### src/rtl/pipe_stage_chain.sv
// pipe_stage_chain: an N-deep chain of pipeline registers. Hazard logic drives
// only raw per-stage stall and flush vectors. Inside the block, holds propagate
// upstream, bubbles are inserted behind a held stage, and four saturating
// performance counters are kept.
//
// Ports:
//   clk, rst        clock; synchronous active-high reset
//   in_valid_i/in_data_i/in_ready_o   entry offered to stage 0
//   stall_i[k]      stage k requests hold; this freezes every upstream stage
//   flush_i[k]      stage k content is killed (beats hold)
//   clr_cnt_i       synchronous clear of all counters
//   valid_o/data_o  registered per-stage valid and payload (stage k at [k*DW +: DW])
//   retire_o        last stage hands off an entry this cycle
//   occupancy_o     number of valid stages
//   stall_cycles_o, bubble_count_o, flush_count_o, retire_count_o  saturating counters

// One stage register. Source selection (upstream copy, input, or bubble) is
// resolved in the parent; this block only applies flush/hold priority.
module pipe_stage_reg #(
    parameter int                    DATA_WIDTH = 32,
    parameter logic [DATA_WIDTH-1:0] NOP        = '0
) (
    input  logic                  clk,
    input  logic                  rst,
    input  logic                  flush,
    input  logic                  hold,
    input  logic                  src_valid,
    input  logic [DATA_WIDTH-1:0] src_data,
    output logic                  valid,
    output logic [DATA_WIDTH-1:0] data
);
    always_ff @(posedge clk) begin
        if (rst || flush) begin
            valid <= 1'b0;
            data  <= NOP;
        end else if (!hold) begin
            valid <= src_valid;
            data  <= src_data;
        end
    end
endmodule

module pipe_stage_chain #(
    parameter int          DATA_WIDTH = 32,
    parameter int          NUM_STAGES = 4,
    parameter logic [31:0] NOP_VALUE  = 32'h0000_0013,
    parameter int          CNT_WIDTH  = 32
) (
    input  logic                             clk,
    input  logic                             rst,
    input  logic                             in_valid_i,
    input  logic [DATA_WIDTH-1:0]            in_data_i,
    output logic                             in_ready_o,
    input  logic [NUM_STAGES-1:0]            stall_i,
    input  logic [NUM_STAGES-1:0]            flush_i,
    input  logic                             clr_cnt_i,
    output logic [NUM_STAGES-1:0]            valid_o,
    output logic [NUM_STAGES*DATA_WIDTH-1:0] data_o,
    output logic                             retire_o,
    output logic [$clog2(NUM_STAGES+1)-1:0]  occupancy_o,
    output logic [CNT_WIDTH-1:0]             stall_cycles_o,
    output logic [CNT_WIDTH-1:0]             bubble_count_o,
    output logic [CNT_WIDTH-1:0]             flush_count_o,
    output logic [CNT_WIDTH-1:0]             retire_count_o
);
    localparam int                    OCC_W   = $clog2(NUM_STAGES+1);
    localparam logic [DATA_WIDTH-1:0] NOP     = DATA_WIDTH'(NOP_VALUE);
    localparam logic [CNT_WIDTH-1:0]  CNT_MAX = '1;

    logic [NUM_STAGES-1:0]                 hold;
    logic [NUM_STAGES-1:0]                 bubble;
    logic [NUM_STAGES-1:0]                 src_valid;
    logic [NUM_STAGES-1:0][DATA_WIDTH-1:0] src_data;
    logic [NUM_STAGES-1:0]                 stage_valid;
    logic [NUM_STAGES-1:0][DATA_WIDTH-1:0] stage_data;

    // At most 8 stages, so 4 bits cover any per-cycle increment.
    function automatic logic [3:0] popcnt(input logic [NUM_STAGES-1:0] v);
        logic [3:0] c;
        c = '0;
        for (int i = 0; i < NUM_STAGES; i++) c += 4'(v[i]);
        return c;
    endfunction

    function automatic logic [CNT_WIDTH-1:0] sat_add(input logic [CNT_WIDTH-1:0] c,
                                                     input logic [3:0]           inc);
        logic [CNT_WIDTH+3:0] s;
        s = {4'b0, c} + {{CNT_WIDTH{1'b0}}, inc};
        return (s > {4'b0, CNT_MAX}) ? CNT_MAX : s[CNT_WIDTH-1:0];
    endfunction

    for (genvar k = 0; k < NUM_STAGES; k++) begin : g_stage
        // Hold ripples from the output side toward stage 0.
        if (k == NUM_STAGES-1) begin : g_last
            assign hold[k] = stall_i[k];
        end else begin : g_mid
            assign hold[k] = stall_i[k] | hold[k+1];
        end

        if (k == 0) begin : g_head
            assign src_valid[k] = in_valid_i;
            assign src_data[k]  = in_valid_i ? in_data_i : NOP;
            assign bubble[k]    = 1'b0;
        end else begin : g_body
            // Upstream held while this stage moves: take a bubble.
            assign src_valid[k] = ~hold[k-1] & stage_valid[k-1];
            assign src_data[k]  = hold[k-1] ? NOP : stage_data[k-1];
            // Only bubbles that separate a real entry from its successor count.
            assign bubble[k]    = ~flush_i[k] & ~hold[k] & hold[k-1] & stage_valid[k-1];
        end

        pipe_stage_reg #(.DATA_WIDTH(DATA_WIDTH), .NOP(NOP)) u_reg (
            .clk       (clk),
            .rst       (rst),
            .flush     (flush_i[k]),
            .hold      (hold[k]),
            .src_valid (src_valid[k]),
            .src_data  (src_data[k]),
            .valid     (stage_valid[k]),
            .data      (stage_data[k])
        );
    end

    assign valid_o     = stage_valid;
    assign data_o      = stage_data;
    assign in_ready_o  = ~hold[0];
    assign retire_o    = stage_valid[NUM_STAGES-1] & ~stall_i[NUM_STAGES-1]
                       & ~flush_i[NUM_STAGES-1];
    assign occupancy_o = OCC_W'(popcnt(stage_valid));

    always_ff @(posedge clk) begin
        if (rst || clr_cnt_i) begin
            stall_cycles_o <= '0;
            bubble_count_o <= '0;
            flush_count_o  <= '0;
            retire_count_o <= '0;
        end else begin
            stall_cycles_o <= sat_add(stall_cycles_o, 4'(|stall_i));
            bubble_count_o <= sat_add(bubble_count_o, popcnt(bubble));
            flush_count_o  <= sat_add(flush_count_o, popcnt(flush_i & stage_valid));
            retire_count_o <= sat_add(retire_count_o, 4'(retire_o));
        end
    end
endmodule

### config.mk
export PLATFORM = sky130hd
export DESIGN_NAME = pipe_stage_chain
export DESIGN_NICKNAME = d
export VERILOG_FILES = /design/src/rtl/pipe_stage_chain.sv
export SDC_FILE = /design/constraint.sdc
export NUM_CORES = 1
export LEC_CHECK = 0
export ABC_AREA = 1
export ABC_CLOCK_PERIOD_IN_PS = 9500
export CAP_MARGIN = 15
export CORE_ASPECT_RATIO = 1.75
export CORE_UTILIZATION = 25
export CTS_CLUSTER_DIAMETER = 120
export DETAILED_ROUTE_END_ITERATION = 10
export PLACE_DENSITY = 0.52
export RECOVER_POWER = 100
export SETUP_SLACK_MARGIN = 0.1
export SLEW_MARGIN = 15
export SYNTH_ARGS = -nofsm -noshare
export SYNTH_HDL_FRONTEND = slang
export SYNTH_SLANG_ARGS = --single-unit
### constraint.sdc
create_clock -name clk -period 9.5 [get_ports clk]
set_input_delay 0.95 -clock clk [delete_from_list [all_inputs] [get_ports clk]]
set_output_delay 0.95 -clock clk [all_outputs]
set_load 0.02 [all_outputs]
=== Word-level counts from Yosys, hierarchy flattened ===
Cells that the tools add are included.

* Shift-type cells: 0
* Reduce and logical (&&, ||, !) cells: 6
* Equality and inequality tests: 0
* Muxes and demuxes: 8
* Add/sub/neg operators: 12
* Divide/modulo/power cells: 0
* Multiply operators: 0
* Magnitude comparators: 4
* Bitwise logic cells: 25

{| class="wikitable"
|+ Operators with widths
! kind !! count
|-
| 32-bit 2-to-1 mux || 8
|-
| 33-bit by 32-bit greater-than comparator with 1-bit output (second input constant) || 4
|-
| 32-bit by 1-bit adder with 33-bit output || 2
|-
| 32-bit by 3-bit adder with 33-bit output || 1
|-
| 32-bit by 4-bit adder with 33-bit output || 1
|-
| 1-bit bitwise AND || 14
|-
| 2-bit by 1-bit adder with 3-bit output || 3
|-
| 1-bit NOT || 7
|-
| 1-bit by 1-bit adder with 2-bit output || 3
|-
| 1-bit logical OR || 5
|-
| 3-bit by 1-bit adder with 4-bit output || 1
|-
| 4-bit bitwise AND || 1
|-
| 4-bit OR reduction || 1
|-
| 3-bit by 1-bit adder with 3-bit output || 1
|-
| 1-bit OR || 3
|}

* Register bits after elaboration: 260
* Memories: 0
* Output and inout bits: 265
* Bits of input ports: 44
* RAM bits: 0
* ROM bits: 0
* Logic and storage cells: 67
* Latch bits: 0

=== Depth between registers and ports, before layout ===
* Depth after elaboration: 11
* Gate-level depth with buffers: 22
* Depth with buffers taken out: 20

=== By module ===
Synthesis repeated with hierarchy kept, for this count alone.

* Cells, all modules: 2258
* Area total of the unflattened synthesis: 14383.8 sq um

{| class="wikitable"
|+ By module, submodules not included
! module !! cells each !! area each (sq um) !! seq. area each (sq um) !! instances
|-
| pipe_stage_chain || 1442 || 8818.5 || 2562.5 || 1
|-
| pipe_stage_reg || 204 || 1391.3 || 660.6 || 4
|}

=== Worst setup path after synthesis ===
OpenSTA, ideal clock, no wires.

* Kind: in2reg
* Start point: in stall_i[3]
* End point: reg bubble_count_o[24]
* Setup slack: 5.299 ns
* Buffers on the path: 3
* Cell stages on the path: 22
* Data required time: 9.443 ns
* Arrival time: 4.145 ns
* Library setup time: 0.057 ns
* Cell sequence: buf_2 nor2_8 inv_4 nor2_8 inv_2 nor2_8 inv_2 buf_2 nand3_1 fa_1 inv_1 ha_1 inv_1 fa_1 nor2_1 nand2_1 nor2_4 nand3_1 clkbuf_1 nand3_1 nand2_1 inv_1

* Word-level cells in the longest chain between the ends: 11
* Elaborated cells between the ends (all ways): 20
* Those cells by class: 3 x add/sub; 1 x order compare; 1 x mux; 15 x bitwise

{| class="wikitable"
|+ RTL lines
! what !! RTL line !! source
|-
| start: declaration || 54 || <nowiki>input logic [NUM_STAGES-1:0] stall_i,</nowiki>
|-
| 1-bit OR (2 in series) || 97 || <nowiki>assign hold[k] = stall_i[k] | hold[k+1];</nowiki>
|-
| 1-bit NOT || 109 || <nowiki>assign bubble[k] = ~flush_i[k] & ~hold[k] & hold[k-1] & stage_valid[k-1];</nowiki>
|-
| 1-bit bitwise AND (3 in series) || 109 ||
|-
| 1-bit by 1-bit adder with 2-bit output || 81 || <nowiki>for (int i = 0; i < NUM_STAGES; i++) c += 4'(v[i]);</nowiki>
|-
| 2-bit by 1-bit adder with 3-bit output * || 81 ||
|-
| 32-bit by 3-bit adder with 33-bit output * || 88 || <nowiki>s = {4'b0, c} + {{CNT_WIDTH{1'b0}}, inc};</nowiki>
|-
| 33-bit by 32-bit greater-than comparator with 1-bit output || 89 || <nowiki>return (s > {4'b0, CNT_MAX}) ? CNT_MAX : s[CNT_WIDTH-1:0];</nowiki>
|-
| 32-bit 2-to-1 mux * || 89 ||
|-
| end signal: assignment || 139 || <nowiki>bubble_count_o <= sat_add(bubble_count_o, popcnt(bubble));</nowiki>
|-
| end: declaration || 62 || <nowiki>output logic [CNT_WIDTH-1:0] bubble_count_o,</nowiki>
|}

Every way passes the cells marked *; elsewhere a longest branch is shown, timed or not.
A chain may end at the register's enable or synchronous reset.

=== Worst setup path after layout ===
* Start point: in stall_i[3]
* End point: reg bubble_count_o[23]

The elaborated chain is that of the path after synthesis.

==> impl_results.md <==
* Status: finished, violations left
* Failing checks: max-capacitance violations, max-slew violations
* R2r setup slk at 5.62 ns
* Register area share after synthesis at a little over two fifths
* Synth-to-Final Area Change at 37.9%
* Num Clock Sinks at 260
* CP Cell Sequence: clkdlybuf4s50_1, clkbuf_1, nor2_8, inv_4, nor2_8, inv_2, nor2_8, inv_2, nand3_1, fa_1, inv_1, ha_1, inv_1, fa_1, nor2_1, nand2_1, nor2_4, nand3_1, nand3_1, nand2_1, inv_1
* CTS-repair resized insts at 0
* Hold crit path type: reg -> reg
* Post-route antenna net violation count at 0
* Synth area leader: dfxtp_1
* Critical Path Start: stall_i[3]
* EDFF count, synth at 0
* DRT iter0 DRCs at about 640
* Final WS setup at 2.08 ns
* Vias in the first global route at ~12,000
* Critical Path Sink: bubble_count_o[23]
* Maximum VDD drop at 90.8 uV
* Antenna violations before repair at 2
* Reg2Reg Launch Point: g_stage[3].u_reg.valid
* Latest clock arrival within the worst-skew pair at 0.55 ns
* Pin slew with the least headroom to its limit at 1.68 ns
* Mapped Cells at 1,759
* Max incr delay on CP at 1.20 ns
* CTS H-tree lvls at 1
* First-pass GRT wire length at approximately 70,000 um
* CP required at approximately 10 ns
* Syn Area/Cell at 6.79 um2
* I/O pin cnt at 309
* Residual DRC count at 0
* Syn_nets at approximately 1,800
* Drt first pass iters at 5
* Postcts setup bufs at 0
* RSZ-0062 raised after global routing: no
* Total detailed-routing wirelength at 46,500 um
* Row count at 105
* Leading post-synthesis cells by cell area: dfxtp_1, nand2_1, a21oi_1
* Finished Layout Cells at 2,649
* Slew Viols, Final at 35
* #FFs+latches synth at 260
* Clock transition at path regs at 0.06 ns
* CTS max path bufs at 3
* Crit path max fanout at 36
* CTS Root Cell: clkbuf_16
* Die H at 291 um
* Dpl hpwl at 36,300 um
* Initial Utilization at about 25%
* Global Route Usage Sum at around a fifth
* Fmax at 135 MHz
* Final Hold Viols at 0
* Crit path capture type: flip-flop
* Final instance area at 0.0165 mm2
* Cell Area, Synth at 0.0119 mm2
* Routed wire length per instance at between 15 and 20 um
* Top-area cell type share of the netlist area at approximately 44%
* Placed cell areas at between 0.015 and 0.02 mm2
* Placed cell count at 2,595
* Top post-synthesis cells by count: nand2_1, dfxtp_1, a21oi_1, nor2_1, inv_1
* Reg-to-reg endpoint: retire_count_o[22]
* Netlist cell types at 29
* Via count at 12,100
* MaxCap Viol Count at 1
* Post-DR vias/cell at 4.56
* Crit path arrival time at about 8 ns
* Clock buffer count from CTS at 29
* TritonCTS clock tree: yes
* Layout fillers at 5,099
* Most common cell in the synthesized netlist: nand2_1
* CP Launch Type: input pin
* Layout cells sized above 1 at 2.77%
* Number of port buffers at 308
* Fin nets at 2,097
* Routability cong. at 0.967
* Worst-case reg-to-reg path depth at 13
* Hold buffers post-CTS at 0
* Fin Hold WS at 0.462 ns
* Crit-path slowest cell: clkbuf_1
* Die Area at approximately 0.05 mm2
* Final Skew at ~0.0097 ns
* Setup TNS at 0 ns
* Setup violators final at 0
* CP Class: in -> reg
* Tcrit/Tclk final at between 70% and 80%
* Fraction of registers with async set/reset at 0%
* Static leakage at 6.51 nW
* Minimum clock period at 7.42 ns
* Die X at approximately 170 um
* Post-Place Setup Slack at between 2 and 2.5 ns
* Ys flop type: dfxtp_1
* Largest net degree at the start of global routing at 90
* Yosys warnings at 0
* Slew margin rel. at -11.9%
* GRT overflow at 0
* Core area at 0.0470 mm2
* Power Dens Cells at 142 mW/mm2
==> worst max-delay path: cells and delay by family <==
kind | cells | cell delay, ns
adder cells (fa/ha/maj) | 3 | 1.10
buffers and inverters | 8 | 3.29
AND/OR/NAND/NOR | 10 | 2.47
==> power breakdown <==
group / switching (mW) / internal (mW)
Clock: 0.477 / 0.698
Sequential: 0.00115 / 1.09
Combinational: 0.0445 / 0.0216
Total: 0.523 / 1.81
==> metal layers <==
| layer | up-vias | GRT usage (%) | wire [um] |
|---|---|---|---|
| met3 | 90 | 4.24 | 2830 |
| met5 | - | 0 | 12 |
| li1 | 6091 | - | - |
| met1 | 5544 | 18.7 | 16600 |
| met4 | 2 | 8.75 | 2120 |
| met2 | 343 | 36.4 | 24900 |
==> registers in the layout, summed over array words and instances, names as in the netlist <==
signal	cells
retire_count_o	32
g_stage.u_reg.data	128
bubble_count_o	32
stall_cycles_o	32
flush_count_o	32
g_stage.u_reg.valid	4
==> worst min-delay path by stage <==
stage / from / end / slack, ns / cells after the start
finish: g_stage[3].u_reg.data[22] / g_stage[3].u_reg.data[22] / 0.46 / 2
global route: g_stage[3].u_reg.data[31] / g_stage[3].u_reg.data[31] / 0.48 / 2
CTS: g_stage[3].u_reg.data[22] / g_stage[3].u_reg.data[22] / 0.47 / 2
detailed placement: g_stage[3].u_reg.data[31] / g_stage[3].u_reg.data[31] / 0.46 / 2
global placement: g_stage[3].u_reg.data[29] / g_stage[3].u_reg.data[29] / 0.45 / 2
floorplan: g_stage[3].u_reg.valid / g_stage[3].u_reg.valid / 0.46 / 2
==> per-stage QoR <==
stage	power, mW	utilization [%]
5_1_grt	2.42	35.0
3_5_place_dp	1.19	33.0
6_report	2.33	35.0
3_3_place_gp	1.18	33.0
2_1_floorplan	1.15	-
4_1_cts	2.38	35.1
==> cells by family (layout without fill, tap and decap cells) <==
logic type	after synthesis	count (layout)	share of synthesized area [%]
and+or+nand+nor	987	987	33.4
DFF	260	260	43.6
AOI/OAI and AO/OA	232	232	9.84
buffers and inverters	205	505	6.80
xor gates and xnor gates	60	60	4.40
adders and majority gates	15	15	1.95
other	0	2	0
==> placed cells by master, fill, tap and decap left out, types with 2 or more instances in the layout <==
master and n:
clkbuf_1 8, and2_1 6, nand3b_1 21, inv_2 3, nand4_1 5, diode_2 2
clkbuf_8 4, clkdlybuf4s50_1 41, dfxtp_1 260, dlygate4sd3_1 267, o21ai_0 13, clkinv_2 7
clkinvlp_4 3, fa_1 6, bufinv_16 4, nor3_1 4, nand2_1 661, inv_1 137
xor2_1 27, nor2_8 3, xnor2_1 33, o22ai_1 9, clkbuf_16 29, ha_1 9
a21oi_1 209, nor2_4 2, nand3_1 84, nor2_1 200
==> layout make-up <==
type / count / area, um2 / area share [%]
Timing Repair Buffer: 312 / 3100 / 18.8
Inverter: 141 / 532 / 3.23
Antenna cell: 2 / 5.00 / 0.0304
Clock inverter: 14 / 178 / 1.08
Tap cell: 588 / 736 / 4.47
Multi-Input combinational cell: 1294 / 5920 / 35.9
Clock buffer: 38 / 800 / 4.85
Sequential cell: 260 / 5200 / 31.6
Power figures use the tool's default switching activity.
